## config.mk

```make
export PLATFORM = sky130hd
export DESIGN_NAME = stack_sequencer
export DESIGN_NICKNAME = d
export VERILOG_FILES = /design/src/rtl/stack_sequencer.sv
export SDC_FILE = /design/constraint.sdc
export NUM_CORES = 1
export LEC_CHECK = 0
export BUFFER_PORTS_ARGS = -buffer_cell sky130_fd_sc_hd__buf_2
export CAP_MARGIN = 40
export CORE_UTILIZATION = 45
export DETAILED_ROUTE_END_ITERATION = 8
export GPL_TIMING_DRIVEN = 0
export PLACE_DENSITY = 0.73
export SLEW_MARGIN = 0
export SYNTH_ARGS = -nofsm -noshare
export SYNTH_HDL_FRONTEND = slang
export SYNTH_SLANG_ARGS = --single-unit
```

## constraint.sdc

```tcl
create_clock -name clk_i -period 2.1 [get_ports clk_i]
set_input_delay 0.42 -clock clk_i [delete_from_list [all_inputs] [get_ports clk_i]]
set_output_delay 0.42 -clock clk_i [all_outputs]
set_load 0.03 [all_outputs]
```

## src/rtl/stack_sequencer.sv

```systemverilog
// Multi-cycle push/pop/call/ret sequencer: owns the stack pointer, drives the
// single-port data memory and stalls the pipeline until each stack op retires.
module stack_sequencer #(
  parameter int                DATA_W     = 16,
  parameter int                ADDR_W     = 8,
  parameter logic [ADDR_W-1:0] STACK_TOP  = 8'hFF,
  parameter logic [ADDR_W-1:0] STACK_BASE = 8'hC0
) (
  input  logic              clk_i,
  input  logic              rst_i,
  input  logic              op_valid_i,
  input  logic              op_push_i,
  input  logic              op_pop_i,
  input  logic              op_call_i,
  input  logic              op_ret_i,
  input  logic [DATA_W-1:0] reg_rdata_i,
  input  logic [DATA_W-1:0] pc_ret_i,
  input  logic [DATA_W-1:0] call_target_i,
  output logic              stall_o,
  output logic              done_o,
  output logic              reg_wr_o,
  output logic [DATA_W-1:0] reg_wdata_o,
  output logic              pc_load_o,
  output logic [DATA_W-1:0] pc_target_o,
  output logic [ADDR_W-1:0] sp_o,
  output logic              err_ovf_o,
  output logic              err_unf_o,
  output logic              err_ill_o,
  output logic              mem_req_o,
  output logic              mem_we_o,
  output logic [ADDR_W-1:0] mem_addr_o,
  output logic [DATA_W-1:0] mem_wdata_o,
  input  logic              mem_gnt_i,
  input  logic              mem_rvalid_i,
  input  logic [DATA_W-1:0] mem_rdata_i
);

  // states: IDLE accept op | WR write req | RD read req | RWAIT await rdata | DONE retire pulse
  typedef enum logic [2:0] {IDLE, WR, RD, RWAIT, DONE} state_e;
  typedef enum logic [1:0] {K_PUSH, K_POP, K_CALL, K_RET} kind_e;

  localparam logic [ADDR_W-1:0] SP_ONE = 1;

  state_e            state_q, state_d;
  kind_e             kind_q, kind_d;
  logic              ok_q, ok_d;
  logic [ADDR_W-1:0] sp_q, sp_d;
  logic [ADDR_W-1:0] addr_q, addr_d;
  logic [DATA_W-1:0] wdata_q, wdata_d;
  logic [DATA_W-1:0] call_tgt_q, call_tgt_d;
  logic [DATA_W-1:0] reg_wdata_q, reg_wdata_d;
  logic [DATA_W-1:0] pc_target_q, pc_target_d;
  logic              err_ovf_q, err_ovf_d;
  logic              err_unf_q, err_unf_d;
  logic              err_ill_q, err_ill_d;

  always_ff @(posedge clk_i) begin
    if (rst_i) begin
      state_q     <= IDLE;
      kind_q      <= K_PUSH;
      ok_q        <= 1'b0;
      sp_q        <= STACK_TOP;
      addr_q      <= '0;
      wdata_q     <= '0;
      call_tgt_q  <= '0;
      reg_wdata_q <= '0;
      pc_target_q <= '0;
      err_ovf_q   <= 1'b0;
      err_unf_q   <= 1'b0;
      err_ill_q   <= 1'b0;
    end else begin
      state_q     <= state_d;
      kind_q      <= kind_d;
      ok_q        <= ok_d;
      sp_q        <= sp_d;
      addr_q      <= addr_d;
      wdata_q     <= wdata_d;
      call_tgt_q  <= call_tgt_d;
      reg_wdata_q <= reg_wdata_d;
      pc_target_q <= pc_target_d;
      err_ovf_q   <= err_ovf_d;
      err_unf_q   <= err_unf_d;
      err_ill_q   <= err_ill_d;
    end
  end

  always_comb begin
    state_d     = state_q;
    kind_d      = kind_q;
    ok_d        = ok_q;
    sp_d        = sp_q;
    addr_d      = addr_q;
    wdata_d     = wdata_q;
    call_tgt_d  = call_tgt_q;
    reg_wdata_d = reg_wdata_q;
    pc_target_d = pc_target_q;
    err_ovf_d   = err_ovf_q;
    err_unf_d   = err_unf_q;
    err_ill_d   = err_ill_q;
    done_o      = 1'b0;
    reg_wr_o    = 1'b0;
    pc_load_o   = 1'b0;

    unique case (state_q)
      IDLE: begin
        if (op_valid_i) begin
          state_d = DONE;
          ok_d    = 1'b0;
          case ({op_push_i, op_pop_i, op_call_i, op_ret_i})
            4'b1000, 4'b0010: begin
              kind_d     = op_push_i ? K_PUSH : K_CALL;
              call_tgt_d = call_target_i;
              if (sp_q == STACK_BASE) begin
                err_ovf_d = 1'b1;
              end else begin
                ok_d    = 1'b1;
                addr_d  = sp_q - SP_ONE;
                wdata_d = op_push_i ? reg_rdata_i : pc_ret_i;
                state_d = WR;
              end
            end
            4'b0100, 4'b0001: begin
              kind_d = op_pop_i ? K_POP : K_RET;
              if (sp_q == STACK_TOP) begin
                err_unf_d = 1'b1;
              end else begin
                ok_d    = 1'b1;
                addr_d  = sp_q;
                state_d = RD;
              end
            end
            default: err_ill_d = 1'b1;
          endcase
        end
      end
      WR: begin
        if (mem_gnt_i) begin
          sp_d = sp_q - SP_ONE;
          if (kind_q == K_CALL) pc_target_d = call_tgt_q;
          state_d = DONE;
        end
      end
      RD: begin
        if (mem_gnt_i) state_d = RWAIT;
      end
      RWAIT: begin
        if (mem_rvalid_i) begin
          if (kind_q == K_POP) reg_wdata_d = mem_rdata_i;
          else                 pc_target_d = mem_rdata_i;
          sp_d    = sp_q + SP_ONE;
          state_d = DONE;
        end
      end
      DONE: begin
        done_o    = 1'b1;
        reg_wr_o  = ok_q && (kind_q == K_POP);
        pc_load_o = ok_q && ((kind_q == K_CALL) || (kind_q == K_RET));
        state_d   = IDLE;
      end
      default: state_d = IDLE;
    endcase
  end

  // DONE releases the pipeline so the next op can be presented right after done
  assign stall_o     = (state_q == IDLE) ? op_valid_i : (state_q != DONE);
  assign mem_req_o   = (state_q == WR) || (state_q == RD);
  assign mem_we_o    = (state_q == WR);
  assign mem_addr_o  = addr_q;
  assign mem_wdata_o = wdata_q;
  assign sp_o        = sp_q;
  assign reg_wdata_o = reg_wdata_q;
  assign pc_target_o = pc_target_q;
  assign err_ovf_o   = err_ovf_q;
  assign err_unf_o   = err_unf_q;
  assign err_ill_o   = err_ill_q;

endmodule
```

==> key figures, run 1 <==
Yosys
  – Main combinational cell family by area after synthesis: simple AND/OR/NAND/NOR gates
  – Area share of the largest cell type after synthesis: 43.8%
  – #FFs+latches synth: 89
  – Synth Area in Adders: 0.923%
  – Post-synth EDFFs: 0
  – Multiplexer share of the synthesized area: under 10%
  – Post-Synth XOR/XNOR Area: roughly 4.1%
  – Avg Cell Area, Syn: 8.33 um2
  – Top-count cell post-synth: nand2_1
  – Largest area contributor in the netlist: dfxtp_1
  – Post-synthesis cell area: 4070 um2
  – Synth async-reset ratio: 0%
  – Compound-Gate Fraction of Synth Area: 16.9%
  – Main area contributors after synthesis: dfxtp_1 (44%), nand2_1 (11%), mux2i_1 (5.4%)
  – Post-synth top cells: nand2_1 (115), dfxtp_1 (89), nor2_1 (54)
  – Post-synthesis simple-gate area fraction: a little under a quarter
  – Sequential fraction of the synthesis area: 43.8%
  – Post-Synthesis Cells: about 500
  – Netlist cell types: 43
  – Most used DFF post-synth: dfxtp_1
  – Ys Warns: 0
  – Syn Nets: 564

Critical path
  – Crit path launch type: flop
  – CP peak stage delay: 300 ps
  – Crit path DAT: 1620 ps
  – Critical Path Sink Type: primary output
  – Delay-heaviest family, CP: buffers and inverters
  – Crit path required time: 1680 ps
  – Crit-path max FO: 10
  – WP buf/inv: 3
  – CP max stage cell: dfxtp_1
  – CP Class: flop to primary output
  – CP Cell Sequence: clkbuf_4 -> buf_6 -> nor2_1 -> and2_4 -> and3_1 -> buf_4

Clock tree
  – # H-tree levels: 3
  – TritonCTS Buffers: 9
  – CTS tree: yes
  – Clock Pin Slew Worst Setup and Hold Paths: ~90 ps
  – Clock latency on the worst-skew pair: 350 ps
  – Clk buf depth: 2
  – CTS Sinks: 89
  – Root Driver: clkbuf_8
  – Hold Buf Count CTS: 0

GRT
  – GRT overflow: 0
  – All-Layer GR Usage: 23.2%
  – First-pass GRT wire length: ~18 mm
  – Initial antenna violation count: 0
  – Largest net degree at the start of global routing: 16
  – Vias in the first global route: roughly 3.7k

Die
  – Ports: 146
  – Die H: 97.0 um
  – DIE AREA: 9420 um2
  – Rows: 34
  – Core area: 8720 um2
  – Die width: 97.0 um
  – Initial core utilization: 46.6%

Pwr
  – Overall Power: between 3 and 4 mW
  – NetSw: 1.20 mW
  – P_leak: 2.20 nW
  – Clock share of power: between 30% and 40%
  – Power per cell area: 761 nW/um2
  – Sw frac: 30.1%
  – Comb power frac: a little over a fifth
  – Int Pwr: 2.79 mW
  – Sequential Power Share: between 40% and 50%
  – Max VDD drop: 0.380 mV

Finish
  – Antenna Cells: 0
  – Final #Nets: 722
  – Layout area overhead: 28.8%
  – Fraction of layout cells with a size suffix above 1: 32.1%
  – Fill cell count: 814

Route
  – Pre-antenna DRT Iters: 4
  – Post-Route WL: 11.0 mm
  – Wirelength per Cell: between 10 and 15 um
  – DRC Markers: 0
  – Avg Vias per Cell: 5.22
  – Routed vias: approximately 4.0k
  – DR iter-0 viols: ~140
  – Antenna Nets Post-Route: 0

STA
  – Final Hold Vio Count: 0
  – Setup violators final: 0
  – FMAX: 0.489 GHz
  – Worst-margin pin slew: 693 ps
  – Final min period: 2040 ps
  – RSZ-0062 raised after global routing: false
  – Tcrit/Tclk final: 97.3%
  – Clock Skews: 14.6 ps
  – Fin. max-slew vios: 0
  – Slew headroom: between 50% and 60%
  – Fin worst setup slack: approximately 57 ps
  – Final hold slack: 298 ps

Place
  – Pre-CTS setup slack: -168 ps
  – DP Wirelength: 8.51 mm
  – Final Wtd Congestion: 0.948
  – IO Port Bufs: 144

Flow run
  – MaxCap Viol Count: 0

Min path
  – Hold crit path type: input pin to flop

Outcome
  – Outcome: finished, final reports clean
-- power by group through the flow --
stage | Combinational [mW] | Sequential (mW) | Clock [mW]
after global routing | 0.922 | 1.82 | 1.43
after CTS | 0.831 | 1.81 | 1.35
after global placement | 0.784 | 1.84 | 0
after detailed placement | 0.802 | 1.84 | 0
final | 0.854 | 1.81 | 1.32
after floorplan | 0.462 | 1.93 | 0
-- cell usage in the layout (no fill, tap or decap), drive strengths merged --
cell type	Yosys	final
a211oi	22	22
a21oi	37	37
a221oi	2	2
a22oi	1	1
a311o	1	1
a311oi	16	16
a31oi	2	2
and2	2	2
and3	3	3
and3b	1	1
buf	16	163
bufinv	0	2
clkbuf	25	36
clkinvlp	0	1
dfxtp	89	89
ha	3	3
inv	5	7
mux2	1	1
mux2i	22	22
nand2	115	115
nand2b	3	3
nand3	6	6
nand3b	2	2
nor2	58	58
nor2b	1	1
nor3	12	12
nor4	7	7
nor4b	1	1
o211ai	2	2
o21a	1	1
o21ai	7	7
o221ai	1	1
o22ai	1	1
o32ai	1	1
or3	3	3
xnor2	12	12
xor2	7	7
-- kinds of logic (layout without fill, tap and decap cells) --
| logic type | Yosys count | in the layout |
|---|---|---|
| buf+inv | 46 | 209 |
| xor+xnor | 19 | 19 |
| flops | 89 | 89 |
| fa+ha+maj | 3 | 3 |
| simple gates | 214 | 214 |
| compound gates | 94 | 94 |
| mux | 23 | 23 |
-- timing repair --
action,in CTS,in global routing
setup buffers,3,1
setup endpoints to repair,37,56
resized for setup,11,16
pin swaps,2,2
endpoints found under the hold margin,0,0
-- metal layers --
layer  wire length, um  up-vias  global-route usage (%)
met5                 0        -                       0
met4               174        0                    8.61
met3               802       15                    5.06
met2              5100      158                    38.4
met1              4890     1807                    29.7
li1                  -     1982                       -
-- metrics by stage --
step / utilization, % / cell area [um2] / TNS [ps] / std cells
after detailed placement: 56.4 / 4920 / -2490 / 740
after global placement: 56.4 / 4920 / -677 / 740
final: 60.0 / 5240 / 0 / 759
after floorplan: - / 4070 / 0 / 488
after CTS: 59.7 / 5210 / 0 / 759
after global routing: 60.0 / 5240 / 0 / 759
-- flip-flops by register name (all words and copies together), names as in the netlist, 2 cells and up --
| name | count |
|---|---|
| sp_o | 8 |
| mem_wdata_o | 16 |
| reg_wdata_o | 16 |
| state_q | 3 |
| pc_target_o | 16 |
| mem_addr_o | 8 |
| kind_q | 2 |
| call_tgt_q | 16 |
-- path summary, 6_finish.rpt --
path              slack (ps)              to             start  cells past startpoint
setup / recovery          60       pc_load_o        state_q[1]                      6
hold / removal           300   call_tgt_q[3]  call_target_i[3]                      3
setup reg to reg         100            ok_q           sp_o[4]                      9
hold reg to reg          460  reg_wdata_o[0]    reg_wdata_o[0]                      2
-- worst register-to-register path, stage by stage (launching register included) --
cell     delay (ps)
dfxtp_1         310
buf_2           170
or3_4           380
buf_6           140
nor4_4          240
buf_4           190
o32ai_4         120
buf_6           180
a21oi_1         110
nor2_1           50
-- cell type report --
| class | count | area [um2] | share of cell area, % |
|---|---|---|---|
| Buffer | 40 | 211 | 4.04 |
| Clock buffer | 11 | 141 | 2.70 |
| Clock inverter | 5 | 85.1 | 1.63 |
| Inverter | 5 | 18.8 | 0.359 |
| Multi-Input combinational cell | 353 | 2110 | 40.2 |
| Sequential cell | 89 | 1780 | 34.0 |
| Tap cell | 108 | 135 | 2.58 |
| Timing Repair Buffer | 148 | 756 | 14.4 |
Power figures use the tool's default switching activity.
==> run 2: changes to the inputs <==
REMOVE_ABC_BUFFERS = 1   (was default)
==> key figures, run 2 (synthesis gave the netlist of run 1 again) <==
GRT
  – Largest net degree at the start of global routing: 44 (+28)
  – First-pass GRT wire length: 17.0 mm (-4.6%)
  – Initial antenna violation count: 0 (unchanged)
  – Vias in the first global route: 3,617 (-1.4%)
  – GRT overflow: 0 (unchanged)
  – All-Layer GR Usage: 22.1% (-1.1 points)

Min path
  – Hold crit path type: input pin to flop

Place
  – IO Port Bufs: 145 (+0.69%)
  – Final Wtd Congestion: 0.841 (-11%)
  – Pre-CTS setup slack: -723 ps (-555 ps)
  – Placed insts: 706 (-4.6%)
  – DP Wirelength: 7.18 mm (-16%)

Critical path
  – Crit path launch type: flop
  – CP peak stage delay: 420 ps (+120 ps)
  – Crit path DAT: 1530 ps (-90 ps)
  – CP Cell Sequence: nor3_2 -> nand2_2 -> nand2_1 -> buf_2
  – Crit-path max FO: 16 (+6)
  – Critical Path Sink Type: primary output
  – Crit path required time: 1680 ps (about the same)
  – WP buf/inv: 1 (-2)
  – Flop2flop setup slack: 200 ps (+100 ps)
  – Delay-heaviest family, CP: simple AND/OR/NAND/NOR gates
  – CP Class: flop to primary output
  – CP max stage cell: dfxtp_4

Route
  – Avg Vias per Cell: 5.21 (-0.25%)
  – Wirelength per Cell: 14.0 um (-3.4%)
  – Post-Route WL: 10.2 mm (-6.6%)
  – Antenna Nets Post-Route: 0 (unchanged)
  – DR iter-0 viols: 130 (-9.1%)
  – DRC Markers: 0 (unchanged)
  – Routed vias: 3,822 (-3.5%)
  – Pre-antenna DRT Iters: 4 (unchanged)

Clock tree
  – Clock latency on the worst-skew pair: 360 ps (about the same)
  – CTS Sinks: 89 (unchanged)
  – Clock Pin Slew Worst Setup and Hold Paths: 100 ps (about the same)
  – Root Driver: clkbuf_8
  – Clk buf depth: 2 (unchanged)
  – TritonCTS Buffers: 9 (unchanged)
  – CTS tree: yes
  – # H-tree levels: 3 (unchanged)
  – Hold Buf Count CTS: 0 (unchanged)

Pwr
  – P_leak: 2.16 nW (-2.0%)
  – Max VDD drop: 0.383 mV (+0.88%)
  – Power per cell area: 747 nW/um2 (-1.9%)

STA
  – Final min period: 1950 ps (-93.9 ps)
  – FMAX: 0.513 GHz (+4.8%)
  – Fin. max-slew vios: 0 (unchanged)
  – Slew headroom: 54.6% (+1.0 points)
  – Final Hold Vio Count: 0 (unchanged)
  – RSZ-0062 raised after global routing: false
  – Tcrit/Tclk final: 92.8% (-4.5 points)
  – Clock Skews: 17.3 ps (+2.76 ps)
  – Worst-margin pin slew: 678 ps (-14.9 ps)
  – Setup violators final: 0 (unchanged)
  – Fin worst setup slack: 151 ps (+93.9 ps)

Flow run
  – MaxCap Viol Count: 0 (unchanged)

Die
  – Rows: 34 (unchanged)
  – Initial core utilization: 46.6% (unchanged)
  – Ports: 146 (unchanged)
  – Core area: 8720 um2 (unchanged)
  – Die width: 97.0 um (unchanged)
  – DIE AREA: 9420 um2 (unchanged)
  – Die H: 97.0 um (unchanged)

Finish
  – Most frequent cells in the layout: buf_2 (144), nand2_1 (114), dfxtp_1 (87)
  – Commonest non-fill, non-tap cell in the layout: buf_2
  – Post-Layout Cell Count: 734 (-3.3%)
  – Antenna Cells: 0 (unchanged)
  – Layout area overhead: 27.6%
  – Fraction of layout cells with a size suffix above 1: 33.5% (+1.4 points)
  – Final #Nets: 697 (-3.5%)

Outcome
  – Outcome: finished, final reports clean
-- run 2: cell types whose count changed in the layout (fill, tap and decap cells not counted), sizes merged --
cell	delta
clkbuf	-26
clkinv	+2
bufinv	-1
-- run 2: worst min-delay path: cells and delay by family --
family | cells | cell delay (ps)
AND/OR/NAND/NOR | 1 | 50
AO/OA/AOI/OAI | 1 | 50
buffers and inverters | 1 | 100
-- run 2: path summary, 6_finish.rpt --
| check | startpoint | to | cells past startpoint |
|---|---|---|---|
| worst max-delay path | state_q[1] | stall_o | 4 |
| worst min-delay path | call_target_i[14] | call_tgt_q[14] | 3 |
| worst max register to register | state_q[0] | reg_wdata_o[9] | 5 |
| worst min register to register | reg_wdata_o[6] | reg_wdata_o[6] | 2 |
-- run 2: cell type report --
| type | instances | area, um2 |
|---|---|---|
| Sequential cell | 89 | 1790 |
| Timing Repair Buffer | 163 | 922 |
| Clock buffer | 10 | 138 |
| Inverter | 5 | 18.8 |
| Fill cell | 802 | 3530 |
| Multi-Input combinational cell | 353 | 2110 |
| Clock inverter | 6 | 72.6 |
| Tap cell | 108 | 135 |
-- run 2: timing repair --
action	CTS	global route
pin swaps	3	1
gates resized for setup	10	5
buffers inserted	10	2
endpoints found under the setup margin	73	41
-- run 2: metal layers --
layer,GRT usage (%),share of wire (%),up-vias
li1,-,-,1935
met1,28.0,45,1754
met2,37.4,48,121
met3,4.19,5.5,12
met4,7.81,1.3,0
met5,0,0,-
-- run 2: power breakdown --
| group | internal (mW) | switching [mW] | leakage (nW) |
|---|---|---|---|
| registers | 1.76 | 0.0868 | 0.721 |
| logic | 0.301 | 0.487 | 1.33 |
| clock network | 0.596 | 0.642 | 0.103 |
-- run 2: stage by stage --
step | hold WS (ps) | TNS [ps] | power [mW] | utilization, % | area [um2]
floorplan | 431 | -4740 | 2.34 | - | 3870
global placement | 439 | -53910 | 2.59 | 54.2 | 4730
detailed placement | 445 | -29920 | 2.63 | 55.3 | 4820
CTS | 282 | 0 | 3.89 | 59.1 | 5150
global route | 274 | 0 | 4.07 | 59.5 | 5190
finish | 294 | 0 | 3.87 | 59.5 | 5190
